===== src/rtl/serial_adder_if.sv =====
// Start/done handshake bundle for serial_adder: request side (start, sub, a, b)
// and result side (busy, done, sum, carry_out, overflow).
interface serial_adder_if #(
  parameter int WIDTH = 8
);
  logic             start;
  logic             sub;
  logic [WIDTH-1:0] a;
  logic [WIDTH-1:0] b;
  logic             busy;
  logic             done;
  logic [WIDTH-1:0] sum;
  logic             carry_out;
  logic             overflow;

  modport master (
    output start, sub, a, b,
    input  busy, done, sum, carry_out, overflow
  );

  modport slave (
    input  start, sub, a, b,
    output busy, done, sum, carry_out, overflow
  );
endinterface


===== src/rtl/serial_adder.sv =====
// Multi-cycle two's-complement adder/subtractor, DIGIT bits per cycle, LSB first.
// Optional feature: define SERIAL_ADDER_SAT_EN to saturate sum on signed overflow.
module serial_adder #(
  parameter int WIDTH = 8,
  parameter int DIGIT = 1
) (
  input logic           clk,
  input logic           rst_n,
  serial_adder_if.slave bus
);

  localparam int NDIG = WIDTH / DIGIT;
  localparam int CW   = $clog2(NDIG + 1);
  localparam logic [CW-1:0] LAST_CNT = CW'(NDIG - 1);

  localparam logic [0:0] ST_IDLE = 1'b0;
  localparam logic [0:0] ST_BUSY = 1'b1;

  logic [0:0]       state_r;
  logic [WIDTH-1:0] a_r;
  logic [WIDTH-1:0] b_r;
  logic [WIDTH-1:0] res_r;
  logic             carry_r;
  logic [CW-1:0]    cnt_r;
  logic             busy_r;
  logic             done_r;
  logic [WIDTH-1:0] sum_r;
  logic             cout_r;
  logic             ovf_r;

  logic [DIGIT:0]         dsum_s;
  logic                   msb_cin_s;
  logic                   ovf_s;
  logic [WIDTH+DIGIT-1:0] shift_s;
  logic [WIDTH-1:0]       res_next_s;
  logic [WIDTH-1:0]       sum_final_s;

  // Digit slice: add low digit, shift it in at the MSB end, derive final flags.
  always_comb begin
    dsum_s      = {1'b0, a_r[DIGIT-1:0]} + {1'b0, b_r[DIGIT-1:0]} + {{DIGIT{1'b0}}, carry_r};
    // Carry into the digit's top bit is recovered from that bit's sum = a ^ b ^ cin.
    msb_cin_s   = a_r[DIGIT-1] ^ b_r[DIGIT-1] ^ dsum_s[DIGIT-1];
    ovf_s       = msb_cin_s ^ dsum_s[DIGIT];
    shift_s     = {dsum_s[DIGIT-1:0], res_r};
    res_next_s  = shift_s[WIDTH+DIGIT-1:DIGIT];
`ifdef SERIAL_ADDER_SAT_EN
    // Wrapped sign is the inverse of the true sign when overflow occurs.
    sum_final_s = ovf_s ? {~res_next_s[WIDTH-1], {(WIDTH-1){res_next_s[WIDTH-1]}}}
                        : res_next_s;
`else
    sum_final_s = res_next_s;
`endif
  end

  // Control FSM, operand/result shift registers and held outputs.
  always_ff @(posedge clk or negedge rst_n) begin
    if (!rst_n) begin
      state_r <= ST_IDLE;
      a_r     <= {WIDTH{1'b0}};
      b_r     <= {WIDTH{1'b0}};
      res_r   <= {WIDTH{1'b0}};
      carry_r <= 1'b0;
      cnt_r   <= {CW{1'b0}};
      busy_r  <= 1'b0;
      done_r  <= 1'b0;
      sum_r   <= {WIDTH{1'b0}};
      cout_r  <= 1'b0;
      ovf_r   <= 1'b0;
    end else begin
      done_r <= 1'b0;
      case (state_r)
        ST_IDLE: begin
          if (bus.start) begin
            a_r     <= bus.a;
            b_r     <= bus.sub ? ~bus.b : bus.b;
            carry_r <= bus.sub;
            cnt_r   <= {CW{1'b0}};
            state_r <= ST_BUSY;
            busy_r  <= 1'b1;
          end else begin
            state_r <= ST_IDLE;
            busy_r  <= 1'b0;
          end
        end
        ST_BUSY: begin
          a_r     <= a_r >> DIGIT;
          b_r     <= b_r >> DIGIT;
          res_r   <= res_next_s;
          carry_r <= dsum_s[DIGIT];
          cnt_r   <= cnt_r + CW'(1);
          if (cnt_r == LAST_CNT) begin
            state_r <= ST_IDLE;
            busy_r  <= 1'b0;
            done_r  <= 1'b1;
            sum_r   <= sum_final_s;
            cout_r  <= dsum_s[DIGIT];
            ovf_r   <= ovf_s;
          end else begin
            state_r <= ST_BUSY;
            busy_r  <= 1'b1;
          end
        end
        default: begin
          state_r <= ST_IDLE;
          busy_r  <= 1'b0;
        end
      endcase
    end
  end

  assign bus.busy      = busy_r;
  assign bus.done      = done_r;
  assign bus.sum       = sum_r;
  assign bus.carry_out = cout_r;
  assign bus.overflow  = ovf_r;

endmodule


===== src/flat_wrapper.sv =====
// flat-port wrapper written by rule: the top's interface ports become plain ports
module serial_adder_flat 
#(
  parameter int WIDTH = 8,
  parameter int DIGIT = 1
)
  (clk, rst_n, bus_start, bus_sub, bus_a, bus_b, bus_busy, bus_done, bus_sum, bus_carry_out, bus_overflow);
  serial_adder_if #(.WIDTH(WIDTH)) bus_i ();
  input logic clk;
  input logic rst_n;
  input wire logic [$bits(bus_i.start)-1:0] bus_start;
  input wire logic [$bits(bus_i.sub)-1:0] bus_sub;
  input wire logic [$bits(bus_i.a)-1:0] bus_a;
  input wire logic [$bits(bus_i.b)-1:0] bus_b;
  output wire logic [$bits(bus_i.busy)-1:0] bus_busy;
  output wire logic [$bits(bus_i.done)-1:0] bus_done;
  output wire logic [$bits(bus_i.sum)-1:0] bus_sum;
  output wire logic [$bits(bus_i.carry_out)-1:0] bus_carry_out;
  output wire logic [$bits(bus_i.overflow)-1:0] bus_overflow;
  assign bus_i.start = bus_start;
  assign bus_i.sub = bus_sub;
  assign bus_i.a = bus_a;
  assign bus_i.b = bus_b;
  assign bus_busy = bus_i.busy;
  assign bus_done = bus_i.done;
  assign bus_sum = bus_i.sum;
  assign bus_carry_out = bus_i.carry_out;
  assign bus_overflow = bus_i.overflow;
  serial_adder #(.WIDTH(WIDTH), .DIGIT(DIGIT)) u_core (.clk(clk), .rst_n(rst_n), .bus(bus_i));
endmodule

===== config.mk =====
export PLATFORM = sky130hd
export DESIGN_NAME = serial_adder_flat
export DESIGN_NICKNAME = d
export VERILOG_FILES = /design/src/rtl/serial_adder_if.sv /design/src/rtl/serial_adder.sv /design/src/flat_wrapper.sv
export SDC_FILE = /design/constraint.sdc
export NUM_CORES = 1
export LEC_CHECK = 0
export CAP_MARGIN = 5
export CELL_PAD_IN_SITES_DETAIL_PLACEMENT = 1
export CELL_PAD_IN_SITES_GLOBAL_PLACEMENT = 1
export CORE_MARGIN = 5
export CORE_UTILIZATION = 35
export DETAILED_ROUTE_END_ITERATION = 8
export GPL_TIMING_DRIVEN = 0
export MAX_ROUTING_LAYER = met4
export PLACE_DENSITY = 0.78
export SYNTH_ARGS = -nofsm -noshare
export SYNTH_HDL_FRONTEND = slang
export SYNTH_SLANG_ARGS = --single-unit

===== constraint.sdc =====
create_clock -name clk -period 2.45 [get_ports clk]
set_input_delay 0.49 -clock clk [delete_from_list [all_inputs] [get_ports clk]]
set_output_delay 0.49 -clock clk [all_outputs]
set_load 0.03 [all_outputs]

==> flow_summary.json <==
{
  "period_needed_ns": 1.82,
  "p_sw_share_pct": 35.4,
  "syn2layout_area_growth_pct": 26.0,
  "antenna_found_initial": 0,
  "worstPathCellList": "clkdlybuf4s50_1",
  "synth_cell_types": 21,
  "diodes": 0,
  "design.die.area_um2": 6690,
  "cp.required_ns": 1.96,
  "synth_cells": 141,
  "path_buf_inv": 1,
  "yosysTopAreaCellShare_pct": 55.5,
  "synth_seq_cells": 40,
  "cts_resized": 0,
  "synth_area_um2": 1800,
  "wl_mm": 3.73,
  "grt_overflow": 0,
  "maxCapViolCount": 0,
  "grt_max_degree": 41,
  "synth_common_cells": "40 x dfrtp_1, 17 x mux2i_1, 16 x nand2_1, 16 x o21ai_0, 9 x mux2_2",
  "cts_buffer_depth": 2,
  "cp_max_fo": 2,
  "core_area_um2": 5040,
  "fin_cells": 247,
  "num_rows": 26,
  "cts_root_buf": "clkbuf_8",
  "die_w_um": 81.8,
  "endpoint_kind": "output port",
  "status": "completed",
  "grtUsageTotal_pct": 12.6,
  "initial_utilization_pct": 35.8,
  "synth.most_common_cell": "dfrtp_1",
  "combPwrFrac_pct": 41.9,
  "seq_area_frac_synth_pct": 55.5,
  "finalHoldViolCount": 0,
  "fin_nets": 199,
  "drtAntennaViolNets": 0,
  "drtPass1Iterations": 3,
  "worstMarginPinSlew_ns": 0.906,
  "hp-class": "in -> async",
  "layout-drive-gt1-share_pct": 17.5,
  "synthArstFlopShare_pct": 100,
  "hpwl_mm": 2.62,
  "clk_pin_slew_ns": 0.07,
  "finalPower_mw": 2.70,
  "yosys-top-cells-area": "dfrtp_1 55%, mux2i_1 9.4%, mux2_4 5.8%",
  "cts_tree": "built",
  "rsz0062_at_grt": "no",
  "grt_pass1_wl_mm": 6.20,
  "cts_max_level": 2,
  "postCtsSetupRepairBufs": 0,
  "route.detailed.drc": 0,
  "slew-limit-headroom_pct": 39.6,
  "portBuffers": 29,
  "first_global_vias": 1292,
  "p_leak_nw": 1.07,
  "power_density_nw_per_um2": 1190,
  "yosys_warnings": 0,
  "wire_per_inst_um": 15.1,
  "ctsHoldBuffers": 0,
  "timing.hold.ws_ns": 0.334,
  "cp_slowest_stage_delay_ns": 0.68,
  "p_clk_share_pct": 17.2,
  "dpl_cell_area_um2": 2180,
  "ir_drop_mv": 0.361,
  "syn_nets": 163,
  "p_int_mw": 1.75,
  "syn_area_per_cell_um2": 12.8,
  "ys.flop_type": "dfrtp_1",
  "period_share_pct": 74.1,
  "clock.fmax_mhz": 551,
  "p_switching_mw": 0.957,
  "vias": 1178,
  "maxSlewViolCount": 0,
  "tns_ns": 0,
  "drt-vias-per-instance": 4.77,
  "worst-setup-path-type": "reg -> out",
  "place_inst": 240,
  "cts_buffers": 5,
  "cts_sinks": 40,
  "cp_top_family": "buffers and inverters",
  "die_h_um": 81.8,
  "worstPathArrival_ns": 1.33,
  "drt_iter0_markers": 28,
  "synth_largest_area_cell": "dfrtp_1",
  "cp-start-kind": "register",
  "rr_startpoint": "u_core.b_r[0]",
  "clk_latency_ns": 0.29,
  "pin_count": 32,
  "pwr-share-seq_pct": 40.8,
  "synth_edf_count": 0,
  "worstSetupStartpoint": "u_core.bus.busy",
  "critPathSlowestCell": "clkdlybuf4s50_1",
  "fin_skew_ns": 0.00407,
  "gp_congestion": 0.733,
  "setup_viol": 0,
  "stdcell_area_um2": 2270
}
==> metal layers <==
layer / share of wire [%] / vias to the layer above / GRT usage, %
met5: 0 / - / -
met4: 1.1 / 0 / 3.99
met3: 5.0 / 5 / 3.40
met2: 49 / 29 / 20.2
met1: 45 / 594 / 15.5
li1: - / 550 / -
==> sequential cells by signal, indices dropped and copies added (netlist names) <==
signal and count:
u_core.bus.busy 1, u_core.bus.done 1, u_core.carry_r 1, u_core.a_r 8, u_core.b_r 8, u_core.res_r 7
u_core.bus.carry_out 1, u_core.bus.sum 8, u_core.bus.overflow 1, u_core.cnt_r 4
==> path summary, 6_finish.rpt <==
path,slack [ns],to,cells after the start
max reg2reg,0.94,u_core.bus.overflow,4
min,0.33,u_core.res_r[3],1
min reg2reg,0.50,u_core.a_r[0],2
max in group asynchronous,1.56,u_core.cnt_r[2],1
max,0.63,bus_busy,1
min in group clk,0.50,u_core.a_r[0],2
==> layout make-up <==
cell class	count	area [um2]
multi-input combinational	91	747
buffer	9	52.6
inverter	1	3.75
fill	537	2770
sequential	40	1000
timing repair buffer	29	285
tap	70	87.6
clock buffer	7	96.3
==> per-stage QoR <==
| stage | utilization, % | setup WS [ns] |
|---|---|---|
| 2_1_floorplan | - | 1.04 |
| 3_3_place_gp | 43.3 | -0.000440 |
| 3_5_place_dp | 43.2 | 0.938 |
| 4_1_cts | 45.1 | 0.615 |
| 5_1_grt | 45.1 | 0.586 |
| 6_report | 45.1 | 0.634 |
==> cells by family (layout without fill, tap and decap cells) <==
logic type      count (synthesis)  count (layout)  share of synthesized area [%]
compound gates                 20              20                           6.31
flops                          40              40                           55.5
fa+ha+maj                       2               2                           1.80
mux                            33              33                           20.9
xor+xnor                       13              13                           6.31
buf+inv                        10              46                           3.12
simple gates                   23              23                           6.10
==> layout by cell type (no fill, tap or decap), drive strengths merged, types with 3 or more instances in the layout <==
| cell | netlist | layout |
|---|---|---|
| xnor2 | 5 | 5 |
| mux2 | 16 | 16 |
| clkdlybuf4s50 | 0 | 28 |
| buf | 6 | 7 |
| clkbuf | 3 | 10 |
| nor2 | 4 | 4 |
| a22o | 3 | 3 |
| dfrtp | 40 | 40 |
| mux2i | 17 | 17 |
| nand2 | 16 | 16 |
| xor2 | 8 | 8 |
| o21ai | 16 | 16 |
==> power groups by stage <==
| stage | sequential, mW | combinational (mW) | clock [mW] |
|---|---|---|---|
| global placement | 1.09 | 1.09 | 0 |
| floorplan | 1.23 | 0.651 | 0 |
| global route | 1.14 | 1.24 | 0.507 |
| detailed placement | 1.12 | 1.15 | 0 |
| finish | 1.10 | 1.13 | 0.465 |
| CTS | 1.11 | 1.16 | 0.485 |
Power figures use the tool's default switching activity.
==> edit 1: new RTL, same settings <==
`WIDTH` is set to 8 in 3 places; all go to 4.
--- a/src/rtl/serial_adder_if.sv
+++ b/src/rtl/serial_adder_if.sv
@@ -2,5 +2,5 @@
 // and result side (busy, done, sum, carry_out, overflow).
 interface serial_adder_if #(
-  parameter int WIDTH = 8
+  parameter int WIDTH = 4
 );
   logic             start;
--- a/src/rtl/serial_adder.sv
+++ b/src/rtl/serial_adder.sv
@@ -2,5 +2,5 @@
 // Optional feature: define SERIAL_ADDER_SAT_EN to saturate sum on signed overflow.
 module serial_adder #(
-  parameter int WIDTH = 8,
+  parameter int WIDTH = 4,
   parameter int DIGIT = 1
 ) (
--- a/src/flat_wrapper.sv
+++ b/src/flat_wrapper.sv
@@ -2,5 +2,5 @@
 module serial_adder_flat 
 #(
-  parameter int WIDTH = 8,
+  parameter int WIDTH = 4,
   parameter int DIGIT = 1
 )
Interface: changed (resized bus_a, bus_b and bus_sum); port bits go from 32 to 20. The function was not compared with the original's and may differ.
==> edit 1 against the unedited design <==
Fmax shrank 2.7%. Sequential cell count shrank 17. Area after synthesis shrank 40%. Routed wire length shrank 48%. Setup slack lost 0.051 ns. Highest routed layer unchanged. Power shrank 44%. Hold slack gained 0.17 ns. Critical endpoint unchanged. Design area shrank 42%. Critical path depth is the same. Via count shrank 41%. Global-route usage shrank 1.2 points.
==> edit 1: results (changes against the unedited design) <==
Min path
  – Hold Crit Class: reg2reg

Drt
  – WL/cell: 13.9 µm (-7.6%)
  – Total number of vias: 695 (-41%)
  – WL final: 1950 µm (-48%)

Final layout
  – Signal buffers: 23 (-39%)
  – CLK BUF: 3 (-4)
  – Num sequential: 23 (-43%)
  – Clock buf/inv share: 0.0208 (-0.0216)
  – Final nets: 123 (-38%)
  – Multi-input gate area: 442 µm² (-41%)
  – Logic inverters: 4 (+3)
  – Share of cells above drive strength 1: 0.178 (+0.00243)

Synth
  – Synth Net Count: 100 (-39%)
  – Post-Syn Instances: 85 (-40%)

Critical path
  – Reg-to-Reg Start: u_core.carry_r
  – Flop-to-flop setup slack: 0.97 ns (+0.03 ns)
  – CP max stage cell: clkdlybuf4s50_1
  – Crit path DAT: 1.38 ns (+0.05 ns)

Place
  – Post-DP HPWL: 1530 µm (-41%)
  – Port Buffers: 18 (-38%)
  – DP Area: 0.00130 mm² (-40%)
  – Setup Slack @ Placement: 0.668 ns (-0.270 ns)

CTS
  – Clk Latency, worst-skew pair: 0.31 ns (+0.02 ns)
  – H-tree lvl count: 1 (-1)
  – Root buffer cell: clkbuf_4

STA
  – Least-Margin Pin Slew: 1.01 ns (+0.0997 ns)
  – Ratio of final minimum period to clock period: 0.762 (+0.0208)
  – Worst hold slack: 0.500 ns (+0.166 ns)
  – Clock Skew: 0.00163 ns (-0.00244 ns)

Global route
  – Vias in the first global route: 808 (-37%)

Run status
  – Status: finished, final reports clean

Power and ir drop
  – Worst vdd ir: 0.400 mV (+11%)
  – Cell Pwr Density: 1150 mW/mm² (-3.3%)
## edit 1: cell count changes in the layout (fill, tap and decap cells not counted), moves of 6 or more
| cell | change |
|---|---|
| o21ai_1 | +6 |
| clkbuf_8 | -7 |
| nand2_1 | -7 |
| dfrtp_1 | -17 |
| mux2_2 | -7 |
| o21ai_0 | -12 |
| clkdlybuf4s50_1 | -10 |
| mux2i_1 | -8 |
## edit 1: layer usage
layer  part of all wire  global-route usage
met3              0.037              0.0256
met5                  0                   -
met2               0.52               0.200
met4              0.017              0.0466
met1               0.43               0.124
## edit 1: cells by family after synthesis
group / count (synthesis) / share of synthesized area
xor+xnor: 7 / 0.0570
flops: 23 / 0.535
compound gates: 12 / 0.0663
buf+inv: 9 / 0.0546
fa+ha+maj: 3 / 0.0419
simple gates: 14 / 0.0570
mux: 17 / 0.188
## edit 1: power breakdown
group	switching (µW)	internal [µW]	total, µW
Clock	113	61.0	174
Sequential	93.6	533	626
Combinational	348	375	723
Total	555	969	1520
==> edit 2: new RTL, config.mk and constraints unchanged <==
Made on the original files. Make the reset (`rst_n`) synchronous in one clocked block.
--- a/src/rtl/serial_adder.sv
+++ b/src/rtl/serial_adder.sv
@@ -54,5 +54,5 @@
 
   // Control FSM, operand/result shift registers and held outputs.
-  always_ff @(posedge clk or negedge rst_n) begin
+  always_ff @(posedge clk) begin
     if (!rst_n) begin
       state_r <= ST_IDLE;
Behaviour: differs if rst_n is asserted again (counterexample within 4 cycles, from zero or initial values and one cycle with rst_n low); with rst_n held inactive, the same outputs for 10 cycles.
==> edit 2 against the unedited design <==
Area after synthesis down 4.3%. Core utilization increased by 1.2 points. Fmax rose by 0.82%. Sequential cell count unchanged. Via count up 7.0%. Design area down 3.2%. Routed wire length is 1.9% lower. Setup slack gained 0.015 ns.
Power is not compared: it rests on default switching activity, and its combinational part moved more than twofold at a synthesized area within 25%.
==> edit 2: results (changes against the unedited design) <==
Run status
  – Status: finished, final reports clean

Drt
  – WL final: 3660 µm (-1.9%)
  – Router iterations before antenna repair: 4 (+1)
  – DRT iter0 DRCs: 50 (+79%)
  – Total number of vias: 1,261 (+7.0%)

Place
  – Post-DP HPWL: 2770 µm (+5.7%)
  – Setup Slack @ Placement: 0.437 ns (-0.501 ns)

Synth
  – Synth async-reset ratio: 0 (-1.00)
  – Library cells used by synthesis: 28 (+33%)
  – Synth area leaders: dfxtp_1 (46%), mux2i_1 (13%), a22o_2 (5.8%)
  – Synth top cells by count: dfxtp_1 (40), mux2i_1 (23), nor2_1 (20)
  – Most used DFF post-synth: dfxtp_1

STA
  – Ratio of final minimum period to clock period: 0.735 (-0.00606)
  – Max-slew headroom: 0.683 (+0.287)

Global route
  – Vias in the first global route: 1,391 (+7.7%)
  – Pin count of the biggest net entering global routing: 12 (-71%)

Critical path
  – R2R Path End: u_core.bus.overflow
  – Reg-to-Reg Start: u_core.b_r[0]
  – Worst Setup SP: u_core.bus.sum[7]
  – CP Capture Point: bus_sum[7]
  – Flop-to-flop setup slack: 0.89 ns (-0.05 ns)

CTS
  – CTS clk-pin slew, worst paths: 0.07 ns (about the same)
  – CTS buffer count: 5 (unchanged)

Final layout
  – Filler Cell Count: 538 (+0.19%)
  – Share of cells above drive strength 1: 0.187 (+0.0117)
  – Final nets: 219 (+10%)

Min path
  – Hold Crit Class: reg2reg
[edit 2: logic make-up (layout without fill, tap and decap cells)]
logic type	count (synthesis)	count (layout)	share of synthesized area
buffers and inverters	14	52	0.0565
AOI/OAI and AO/OA	25	25	0.108
and+or+nand+nor	35	35	0.101
DFF	40	40	0.464
muxes	31	31	0.186
adders and majority gates	2	2	0.0188
xor gates and xnor gates	13	13	0.0659
[edit 2: how the worst min path moves through the flow]
stage | endpoint | cells after the start | startpoint
finish | u_core.bus.sum[3] | 1 | u_core.bus.sum[3]
global route | u_core.bus.sum[4] | 1 | u_core.bus.sum[4]
CTS | u_core.bus.sum[3] | 1 | u_core.bus.sum[3]
detailed placement | u_core.bus.sum[3] | 1 | u_core.bus.sum[3]
global placement | u_core.bus.sum[5] | 1 | u_core.bus.sum[5]
floorplan | u_core.b_r[0] | 2 | u_core.b_r[1]
[edit 2: metrics by stage]
step                std cells  hold slack [ns]
finish                    265            0.476
global route              265            0.494
CTS                       265            0.483
detailed placement        257            0.462
global placement          257            0.460
floorplan                 160            0.452
[edit 2: area by class of cell]
type,count,area share
inverter,2,0.00341
sequential,40,0.364
buffer,12,0.0409
multi-input combinational,106,0.376
clock buffer,8,0.0409
timing repair buffer,30,0.136
tap,67,0.0381
[edit 2: layer usage]
| metal | GRT usage | vias to the layer above | share of wire |
|---|---|---|---|
| met3 | 0.0303 | 7 | 0.040 |
| met5 | - | - | 0 |
| li1 | - | 630 | - |
| met1 | 0.147 | 594 | 0.43 |
| met2 | 0.226 | 30 | 0.52 |
| met4 | 0.0405 | 0 | 0.0098 |
[edit 2: report_power, final]
group / leakage [µW] / internal, µW / total (µW) / switching (µW)
Clock: 0.0000455 / 230 / 437 / 208
Sequential: 0.000326 / 675 / 692 / 16.9
Combinational: 0.000507 / 94.2 / 176 / 82.2
Total: 0.000878 / 999 / 1310 / 307
